==> src/rtl/imem_port_arbiter_pkg.sv <==
// imem_port_arbiter_pkg: shared instruction width and arbiter state encodings
package imem_port_arbiter_pkg;
  localparam int ISA_WIDTH = 32;
  localparam logic [1:0] IARB_RUN     = 2'd0;
  localparam logic [1:0] IARB_DRAIN   = 2'd1;
  localparam logic [1:0] IARB_LOAD    = 2'd2;
  localparam logic [1:0] IARB_RELEASE = 2'd3;
endpackage

==> src/rtl/btn_edge_sync.sv <==
// btn_edge_sync: two-flop synchroniser for a raw button plus a one-cycle rising-edge pulse
module btn_edge_sync (
  input  logic clk,
  input  logic rst,
  input  logic btn,
  output logic pulse
);
  logic [2:0] sr;
  // sr[1:0] is the synchroniser, sr[2] the previous synchronised level
  always_ff @(posedge clk) begin
    if (rst) sr <= '0;
    else sr <= {sr[1:0], btn};
  end
  assign pulse = sr[1] & ~sr[2];
endmodule

==> src/rtl/imem_port_arbiter.sv <==
// imem_port_arbiter: shares the instruction ROM port between fetch and the UART loader; IMEM_ARB_TIMEOUT_EN adds a LOAD idle timeout
module imem_port_arbiter
  import imem_port_arbiter_pkg::*;
#(
  parameter int ADDR_W         = 14,
  parameter int DATA_W         = ISA_WIDTH,
  parameter int DEPTH          = 16384,
  parameter int DRAIN_CYCLES   = 2,
  parameter int RELEASE_CYCLES = 4,
  parameter int TIMEOUT_CYCLES = 10_000_000
) (
  input  logic              clock,
  input  logic              reset,
  input  logic              load_req,
  input  logic [ADDR_W-1:0] fetch_addr,
  input  logic              uart_wr_en,
  input  logic [ADDR_W-1:0] uart_wr_addr,
  input  logic [DATA_W-1:0] uart_wr_data,
  input  logic              uart_done,
  output logic [ADDR_W-1:0] mem_addr,
  output logic              mem_we,
  output logic [DATA_W-1:0] mem_wdata,
  output logic              cpu_hold,
  output logic              cpu_reset_req,
  output logic              loader_active,
  output logic [ADDR_W:0]   words_loaded,
  output logic              load_err
);
  localparam int CNT_MAX = (DRAIN_CYCLES > RELEASE_CYCLES) ? DRAIN_CYCLES : RELEASE_CYCLES;
  localparam int CNT_W = $clog2(CNT_MAX + 1);
  localparam logic [CNT_W-1:0] DRAIN_LAST = CNT_W'(DRAIN_CYCLES - 1);
  localparam logic [CNT_W-1:0] RELEASE_LAST = CNT_W'(RELEASE_CYCLES - 1);
  localparam logic [ADDR_W:0] DEPTH_W = (ADDR_W + 1)'(DEPTH);
  logic [1:0] state;
  logic [CNT_W-1:0] cnt;
  logic load_evt;
  logic wr_ok;
`ifdef IMEM_ARB_TIMEOUT_EN
  localparam int IDLE_W = $clog2(TIMEOUT_CYCLES + 1);
  localparam logic [IDLE_W-1:0] IDLE_LAST = IDLE_W'(TIMEOUT_CYCLES - 1);
  logic [IDLE_W-1:0] idle;
`endif
  btn_edge_sync u_load_sync (
    .clk  (clock),
    .rst  (reset),
    .btn  (load_req),
    .pulse(load_evt)
  );
  assign wr_ok = (state == IARB_LOAD) && uart_wr_en && ({1'b0, uart_wr_addr} < DEPTH_W);
  assign mem_addr = (state == IARB_LOAD) ? uart_wr_addr : fetch_addr;
  assign mem_we = wr_ok;
  assign mem_wdata = uart_wr_data;
  assign cpu_hold = (state == IARB_DRAIN) || (state == IARB_LOAD);
  assign cpu_reset_req = (state == IARB_RELEASE);
  assign loader_active = (state == IARB_LOAD);
  // Sequencer: stall and drain fetch, hand the port to the loader, then hold the CPU in reset
  always_ff @(posedge clock) begin
    if (reset) begin
      state <= IARB_RUN;
      cnt <= '0;
      words_loaded <= '0;
      load_err <= 1'b0;
`ifdef IMEM_ARB_TIMEOUT_EN
      idle <= '0;
`endif
    end else begin
      case (state)
        IARB_RUN: begin
          if (load_evt) begin
            state <= IARB_DRAIN;
            cnt <= '0;
          end
        end
        IARB_DRAIN: begin
          if (cnt == DRAIN_LAST) begin
            state <= IARB_LOAD;
            cnt <= '0;
            words_loaded <= '0;
            load_err <= 1'b0;
`ifdef IMEM_ARB_TIMEOUT_EN
            idle <= '0;
`endif
          end else cnt <= cnt + 1'b1;
        end
        IARB_LOAD: begin
          if (wr_ok && words_loaded != DEPTH_W) words_loaded <= words_loaded + 1'b1;
          if (uart_wr_en && !wr_ok) load_err <= 1'b1;
          if (uart_done) begin
            state <= IARB_RELEASE;
            cnt <= '0;
          end
`ifdef IMEM_ARB_TIMEOUT_EN
          if (uart_wr_en) idle <= '0;
          else if (idle == IDLE_LAST) begin
            load_err <= 1'b1;
            state <= IARB_RELEASE;
            cnt <= '0;
          end else idle <= idle + 1'b1;
`endif
        end
        default: begin
          if (cnt == RELEASE_LAST) state <= IARB_RUN;
          else cnt <= cnt + 1'b1;
        end
      endcase
    end
  end
endmodule

==> config.mk <==
export PLATFORM = sky130hd
export DESIGN_NAME = imem_port_arbiter
export DESIGN_NICKNAME = d
export VERILOG_FILES = /design/src/rtl/imem_port_arbiter_pkg.sv /design/src/rtl/btn_edge_sync.sv /design/src/rtl/imem_port_arbiter.sv
export SDC_FILE = /design/constraint.sdc
export NUM_CORES = 1
export LEC_CHECK = 0
export CAP_MARGIN = 0
export CORE_MARGIN = 2
export CORE_UTILIZATION = 39
export CTS_CLUSTER_DIAMETER = 100
export CTS_CLUSTER_SIZE = 25
export DETAILED_ROUTE_END_ITERATION = 8
export PLACE_DENSITY = 0.94
export SLEW_MARGIN = 20
export SYNTH_ARGS = -nofsm -noshare
export SYNTH_HDL_FRONTEND = slang
export SYNTH_SLANG_ARGS = --single-unit
export TNS_END_PERCENT = 20
==> constraint.sdc <==
create_clock -name clock -period 3.14 [get_ports clock]
set_clock_uncertainty 0.05 [all_clocks]
set_input_delay 0.471 -clock clock [delete_from_list [all_inputs] [get_ports clock]]
set_output_delay 0.471 -clock clock [all_outputs]
set_load 0.02 [all_outputs]
==> results.txt, run 1 <==
----------------------------------------------------
[Outcome]
  Run status ... complete, no violations

[Global route]
  Maximum number of pins on one net before global-route repair ... 28
  GR Overflow Total ... 0
  Number of global-route vias before repair ... 1681
  Total routing usage reported by global routing ... 0.174
  Number of antenna violations at the first check in global routing ... 0
  First-pass GRT wire length ... 7520 microns

[Timing]
  Final count of negative-setup-slack endpoints ... 0
  Final cycle utilization of the critical path ... 0.880
  Sum of negative setup slack ... 0 ns
  Slew headroom ... 0.462
  Final Slew Violations ... 0
  Slew at the pin closest to its max-slew limit ... between 0.8 and 0.9 ns
  Minimum clock period ... between 2 and 3 ns
  Hold Fails Final Rpt ... 0
  Achievable frequency ... 362 MHz
  Worst slack on hold paths ... 0.403 ns
  Unrepaired setup endpoints after global routing ... false

[Worst setup path]
  Critical path fanouts, max ... 27
  Critical path capture point type ... output pin
  Arrival time at the worst endpoint ... 2.24 ns
  Worst setup path class ... register to output pin
  Nature of the critical path startpoint ... register
  Required time of the critical path ... ~2.6 ns

[Synth]
  Cell variety after synth ... 48
  Synthesis Warnings ... 0
  Number of synthesized register bits ... 24
  Post-synth top area cell ... sky130_fd_sc_hd__dfxtp_1
  Seq/Total Area, Yosys ... 0.248
  Most instantiated cells after synthesis ... sky130_fd_sc_hd__buf_4 (32), sky130_fd_sc_hd__dfxtp_1 (24), sky130_fd_sc_hd__mux2_2 (14)
  Area of the mapped netlist ... 0.00194 sq mm
  Average footprint of a synthesized cell ... 8.57 sq um
  Main flop type after synthesis ... sky130_fd_sc_hd__dfxtp_1
  Post-synth EDFFs ... 0
  Synthesized Nets ... between 300 and 400
  Post-Syn Instances ... 226
  Proportion of synthesized flip-flops having asynchronous set or reset ... 0
  Dominant cell by count in the synthesized netlist ... sky130_fd_sc_hd__buf_4
  Share of the synthesized area in the top cell type ... 0.248
  Biggest area contributors in the synthesized netlist ... sky130_fd_sc_hd__dfxtp_1 (25%), sky130_fd_sc_hd__buf_4 (12%), sky130_fd_sc_hd__mux2_2 (8.1%)

[CTS]
  Number of buffers created by CTS ... 3
  Reg clk slew, reported paths ... 0.09 ns
  Buffers from clock root to sink, at most ... 2
  Sinks on Clock Net ... 24
  Root Buffer ... sky130_fd_sc_hd__clkbuf_8
  Post-CTS Setup Inserts ... 0
  Resized Gates After CTS ... 0
  TritonCTS clock tree ... built
  CTS H-tree lvls ... 1
  Post-CTS Hold Buffers ... 0
  Clock latency on the worst-skew pair ... 0.28 ns

[Finish]
  Count of fill cells added during filler insertion ... between 400 and 500
  Final core utilization ... 0.528
  Final antenna diode count ... 0
  Net total in the final layout ... ~340
  Share of cells above drive strength 1 ... 0.116
  Syn-to-layout area delta ... 29.6%

[Die]
  Cell Rows ... 25
  Top Ports ... 131
  Overall die width ... 74.5 microns
  Area of the core ... 0.00475 sq mm
  Die area ... 0.00555 sq mm
  Initial core utilization ... 0.407
  Height of the die ... between 70 and 80 microns

[Drt]
  Routed vias ... ~1800
  Initial DRC count ... 140
  Routed WL per cell ... roughly 15 microns
  Final wirelength ... 4810 microns
  DRC Markers ... 0
  Detail Route Antenna Nets ... 0
  Total iterations of the first detailed-routing run ... 4
  Via count normalized by instance count ... 5.60

[Pwr]
  Max IR drop VDD ... 0.292 mV
  Static leakage power ... 0.858 nW
  Power, Total ... 1.16 mW
  Pwr dens ... 461 mW/mm^2

[Hold path]
  Class of the most critical hold timing path ... register to register

[Run]
  Number of max-cap violations ... 0

[Placement]
  Weighted congestion at the end of routability-driven global placement ... 0.943
  Number of input and output port buffers inserted ... between 60 and 70
  Post-DP HPWL ... 3810 microns

----------------------------------------------------
[sequential cells by signal (all words and copies together), names as in the netlist]
name,cells
cnt,3
load_err,1
state,2
u_load_sync.sr,3
words_loaded,15
[power breakdown]
part           internal (mW)  total, mW  leakage (nW)  switching, mW
Sequential             0.317      0.332         0.194         0.0144
Combinational          0.240      0.547         0.628          0.307
Clock                  0.171      0.278        0.0357          0.108
[placed cells by master (no fill, tap or decap), drive strengths merged, types with 6 or more instances in the layout]
cell type / count
clkdlybuf4s50: 66
nand3: 13
inv: 12
dfxtp: 24
nand2b: 6
nor2b: 6
nand2: 8
mux2: 15
nand4: 10
or4: 7
a31oi: 6
ha: 10
a21oi: 8
[through the flow]
stage,cells,area (sq um),worst slack [ns]
after floorplan,226,1940,0.856
after global placement,322,2440,0.448
after detailed placement,322,2440,0.370
after CTS,326,2510,0.0439
after global routing,326,2510,0.242
final,326,2510,0.376
[layer usage]
layer / routed length [microns] / global-route usage / vias to the layer above
li1: - / - / 878
met1: 1900 / 0.209 / 839
met2: 2390 / 0.298 / 95
met3: 433 / 0.0420 / 13
met4: 85 / 0.0694 / 0
met5: 0 / 0 / -
[path summary, 6_finish.rpt]
kind,startpoint,endpoint,slack (ns),depth (start not counted)
hold / removal,u_load_sync.sr[0],u_load_sync.sr[1],0.40,1
hold reg to reg,u_load_sync.sr[0],u_load_sync.sr[1],0.40,1
setup reg to reg,state[0],words_loaded[9],0.72,6
setup / recovery,state[0],mem_addr[1],0.38,4
[area by class of cell]
type | count | area, sq um | share of cell area
clock buffers | 3 | 41.3 | 0.0165
clock inverters | 1 | 30.0 | 0.0120
inverters | 12 | 45.0 | 0.0179
multi-input cells | 149 | 1140 | 0.454
flip-flops and latches | 24 | 480 | 0.191
well taps | 67 | 83.8 | 0.0334
repair buffers | 70 | 691 | 0.275
[logic make-up (layout without fill, tap and decap cells)]
kind of cell | count (synthesis) | in the layout | share of synthesized area
adders and majority gates | 10 | 10 | 0.0646
DFF | 24 | 24 | 0.248
buffers and inverters | 53 | 86 | 0.165
and+or+nand+nor | 83 | 83 | 0.273
muxes | 17 | 17 | 0.0975
AOI/OAI and AO/OA | 39 | 39 | 0.151
[worst max-delay path, cell delays in order (launching register included)]
cell	delay (ns)
sky130_fd_sc_hd__dfxtp_1	0.36
sky130_fd_sc_hd__inv_1	0.10
sky130_fd_sc_hd__ha_2	0.55
sky130_fd_sc_hd__mux2_2	0.40
sky130_fd_sc_hd__clkdlybuf4s50_1	0.54
Note: power is estimated with default switching activity, not from simulation.
==> run 2: changes to the inputs <==
CORE_ASPECT_RATIO = 0.75   (was default)
MAX_ROUTING_LAYER = met4   (was default)
==> run 2 against run 1 <==
  * Clock power down 23%
  * Die area rose by 0.11%
  * Sequential power about the same
  * Global-route usage rose by 1.8 points
  * Non-clock buffer count shrank 1
  * Utilization decreased by 1.7 points
  * Hold slack lost 0.0054 ns
  * Power decreased by 6.8%
==> results.txt, run 2 (same netlist as run 1, synthesis figures left out) <==
----------------------------------------------------
[Outcome]
  Run status ... complete, no violations

[Finish]
  Syn-to-layout area delta ... 27.8%
  Share of cells above drive strength 1 ... 0.109 (-0.00730)
  Final Cell Area ... 0.00247 sq mm (-1.4%)
  Net total in the final layout ... 334 (-0.30%)
  Count of placed standard cells in the final layout, fillers left out ... 318 (-2.5%)
  Largest registers ... words_loaded: 15 flops, cnt: 3 flops, u_load_sync.sr: 3 flops
  Most frequent cells in the layout ... sky130_fd_sc_hd__clkdlybuf4s50_1 (66), sky130_fd_sc_hd__dfxtp_1 (24), sky130_fd_sc_hd__mux2_2 (14)
  Count of fill cells added during filler insertion ... 423 (-6.2%)
  Area used by sequential logic in the layout ... 480 sq um (unchanged)
  Largest register FFs ... 15 (unchanged)
  Most flops, register ... words_loaded
  Final antenna diode count ... 0 (unchanged)
  Most common library cell in the layout ignoring fill and taps ... sky130_fd_sc_hd__clkdlybuf4s50_1
  Final core utilization ... 0.511 (-0.0170)
  Multi-input gate area ... 0.00114 sq mm (-0.22%)

[Die]
  Area of the core ... 0.00484 sq mm (+1.9%)
  Die area ... 0.00555 sq mm (+0.11%)
  Overall die width ... 85.4 microns (+15%)
  Height of the die ... 65.0 microns (-13%)
  Cell Rows ... 22 (-12%)
  Initial core utilization ... 0.400 (-0.00758)
  Top Ports ... 131 (unchanged)

[Drt]
  Routed vias ... 1890 (+3.6%)
  Via count normalized by instance count ... 5.94 (+6.2%)
  Detail Route Antenna Nets ... 0 (unchanged)
  Routed WL per cell ... 16.1 microns (+8.8%)
  DRC Markers ... 0 (unchanged)
  Initial DRC count ... 252 (+80%)
  Final wirelength ... 5110 microns (+6.2%)
  Total iterations of the first detailed-routing run ... 5 (+1)

[Timing]
  Minimum clock period ... 2.83 ns (+0.0689 ns)
  Sum of negative setup slack ... 0 ns (unchanged)
  Achievable frequency ... 353 MHz (-2.4%)
  Worst slack on hold paths ... 0.398 ns (-0.00535 ns)
  Slew at the pin closest to its max-slew limit ... 0.766 ns (-0.0354 ns)
  Hold Fails Final Rpt ... 0 (unchanged)
  Unrepaired setup endpoints after global routing ... false
  Final count of negative-setup-slack endpoints ... 0 (unchanged)
  Final Slew Violations ... 0 (unchanged)
  Final cycle utilization of the critical path ... 0.902 (+0.0219)
  Slew headroom ... 0.486 (+0.0237)
  Fin worst setup slack ... 0.307 ns (-0.0689 ns)

[Placement]
  Post-placement cell area ... 0.00242 sq mm (-0.67%)
  Post-placement cell count ... 314 (-2.5%)
  Post-DP HPWL ... 4040 microns (+6.3%)
  Number of input and output port buffers inserted ... 66 (unchanged)
  Pre-CTS worst setup slack ... 0.382 ns (+0.0123 ns)
  Weighted congestion at the end of routability-driven global placement ... 0.991 (+5.1%)

[CTS]
  Sinks on Clock Net ... 24 (unchanged)
  Root Buffer ... sky130_fd_sc_hd__clkbuf_8
  Post-CTS Setup Inserts ... 0 (unchanged)
  Reg clk slew, reported paths ... 0.08 ns (about the same)
  TritonCTS clock tree ... built
  Resized Gates After CTS ... 0 (unchanged)
  Clock latency on the worst-skew pair ... 0.27 ns (about the same)
  Post-CTS Hold Buffers ... 0 (unchanged)
  Number of buffers created by CTS ... 3 (unchanged)
  Buffers from clock root to sink, at most ... 2 (unchanged)
  CTS H-tree lvls ... 1 (unchanged)

[Worst setup path]
  Cell class contributing the biggest share of worst-path delay ... buffers and inverters
  Reg2Reg Setup Slack ... 0.41 ns (-0.31 ns)
  Cells on worst reg2reg path ... 7 (+1)
  Arrival time at the worst endpoint ... 2.31 ns (+0.07 ns)
  Critical path fanouts, max ... 18 (-33%)
  Critical path capture point type ... output pin
  Number of buffer and inverter stages on the critical path ... 2 (unchanged)
  Nature of the critical path startpoint ... register
  Launch point of the worst reg-to-reg path ... state[0]
  Worst path slowest cell ... sky130_fd_sc_hd__ha_1
  Critical path's largest stage delay ... 0.62 ns (+0.07 ns)
  Worst setup path class ... register to output pin
  Destination of the worst register-to-register timing path ... words_loaded[9]
  Chain of cells forming the critical path ... inv_1 -> ha_1 -> mux2_2 -> clkdlybuf4s50_1
  Required time of the critical path ... 2.62 ns (about the same)

[Global route]
  Number of global-route vias before repair ... 1730 (+2.9%)
  First-pass GRT wire length ... 8180 microns (+8.8%)
  Number of antenna violations at the first check in global routing ... 0 (unchanged)
  Total routing usage reported by global routing ... 0.192 (+0.0178)
  GR Overflow Total ... 0 (unchanged)
  Maximum number of pins on one net before global-route repair ... 19 (-32%)

[Pwr]
  Pwr dens ... 436 mW/mm^2 (-5.5%)
  Static leakage power ... 0.849 nW (-1.1%)
  Max IR drop VDD ... 0.258 mV (-12%)
  Power, Total ... 1.08 mW (-6.8%)

[Hold path]
  Number of cells traversed by the worst hold path ... 1 (unchanged)
  Hold wc startpoint ... u_load_sync.sr[0]
  WHS Endpoint ... u_load_sync.sr[1]
  Class of the most critical hold timing path ... register to register

[Run]
  Number of max-cap violations ... 0 (unchanged)

----------------------------------------------------
==> run 2: changes by cell type in the layout (fill, tap and decap cells not counted), sizes merged <==
cell,delta
buf,-1
bufinv,-1
clkbuf,+1
==> run 2: worst max path at each step <==
stage | cells past startpoint | endpoint | from | slack [ns]
after CTS | 4 | mem_addr[9] | state[0] | 0.26
after floorplan | 5 | mem_addr[10] | state[0] | 0.86
after detailed placement | 7 | words_loaded[9] | state[0] | 0.38
final | 4 | mem_addr[5] | state[0] | 0.31
after global placement | 7 | words_loaded[9] | state[0] | 0.48
after global routing | 4 | mem_addr[5] | state[0] | 0.14
==> run 2: cell type report <==
type	count	area share
clock buffers	4	0.0222
inverters	12	0.0182
multi-input cells	149	0.459
flip-flops and latches	24	0.194
well taps	60	0.0303
repair buffers	69	0.276
==> run 2: metal layers <==
layer  vias to the layer above  track usage  part of all wire
met1                       864        0.241              0.41
met2                       138        0.298              0.46
met4                         0       0.0615             0.018
li1                        873            -                 -
met5                         -            -                 0
met3                        15       0.0561              0.11
==> run 2: power by group <==
part | switching (mW) | internal (mW) | total, mW
clock network | 0.103 | 0.112 | 0.215
registers | 0.0148 | 0.317 | 0.332
logic | 0.305 | 0.227 | 0.532
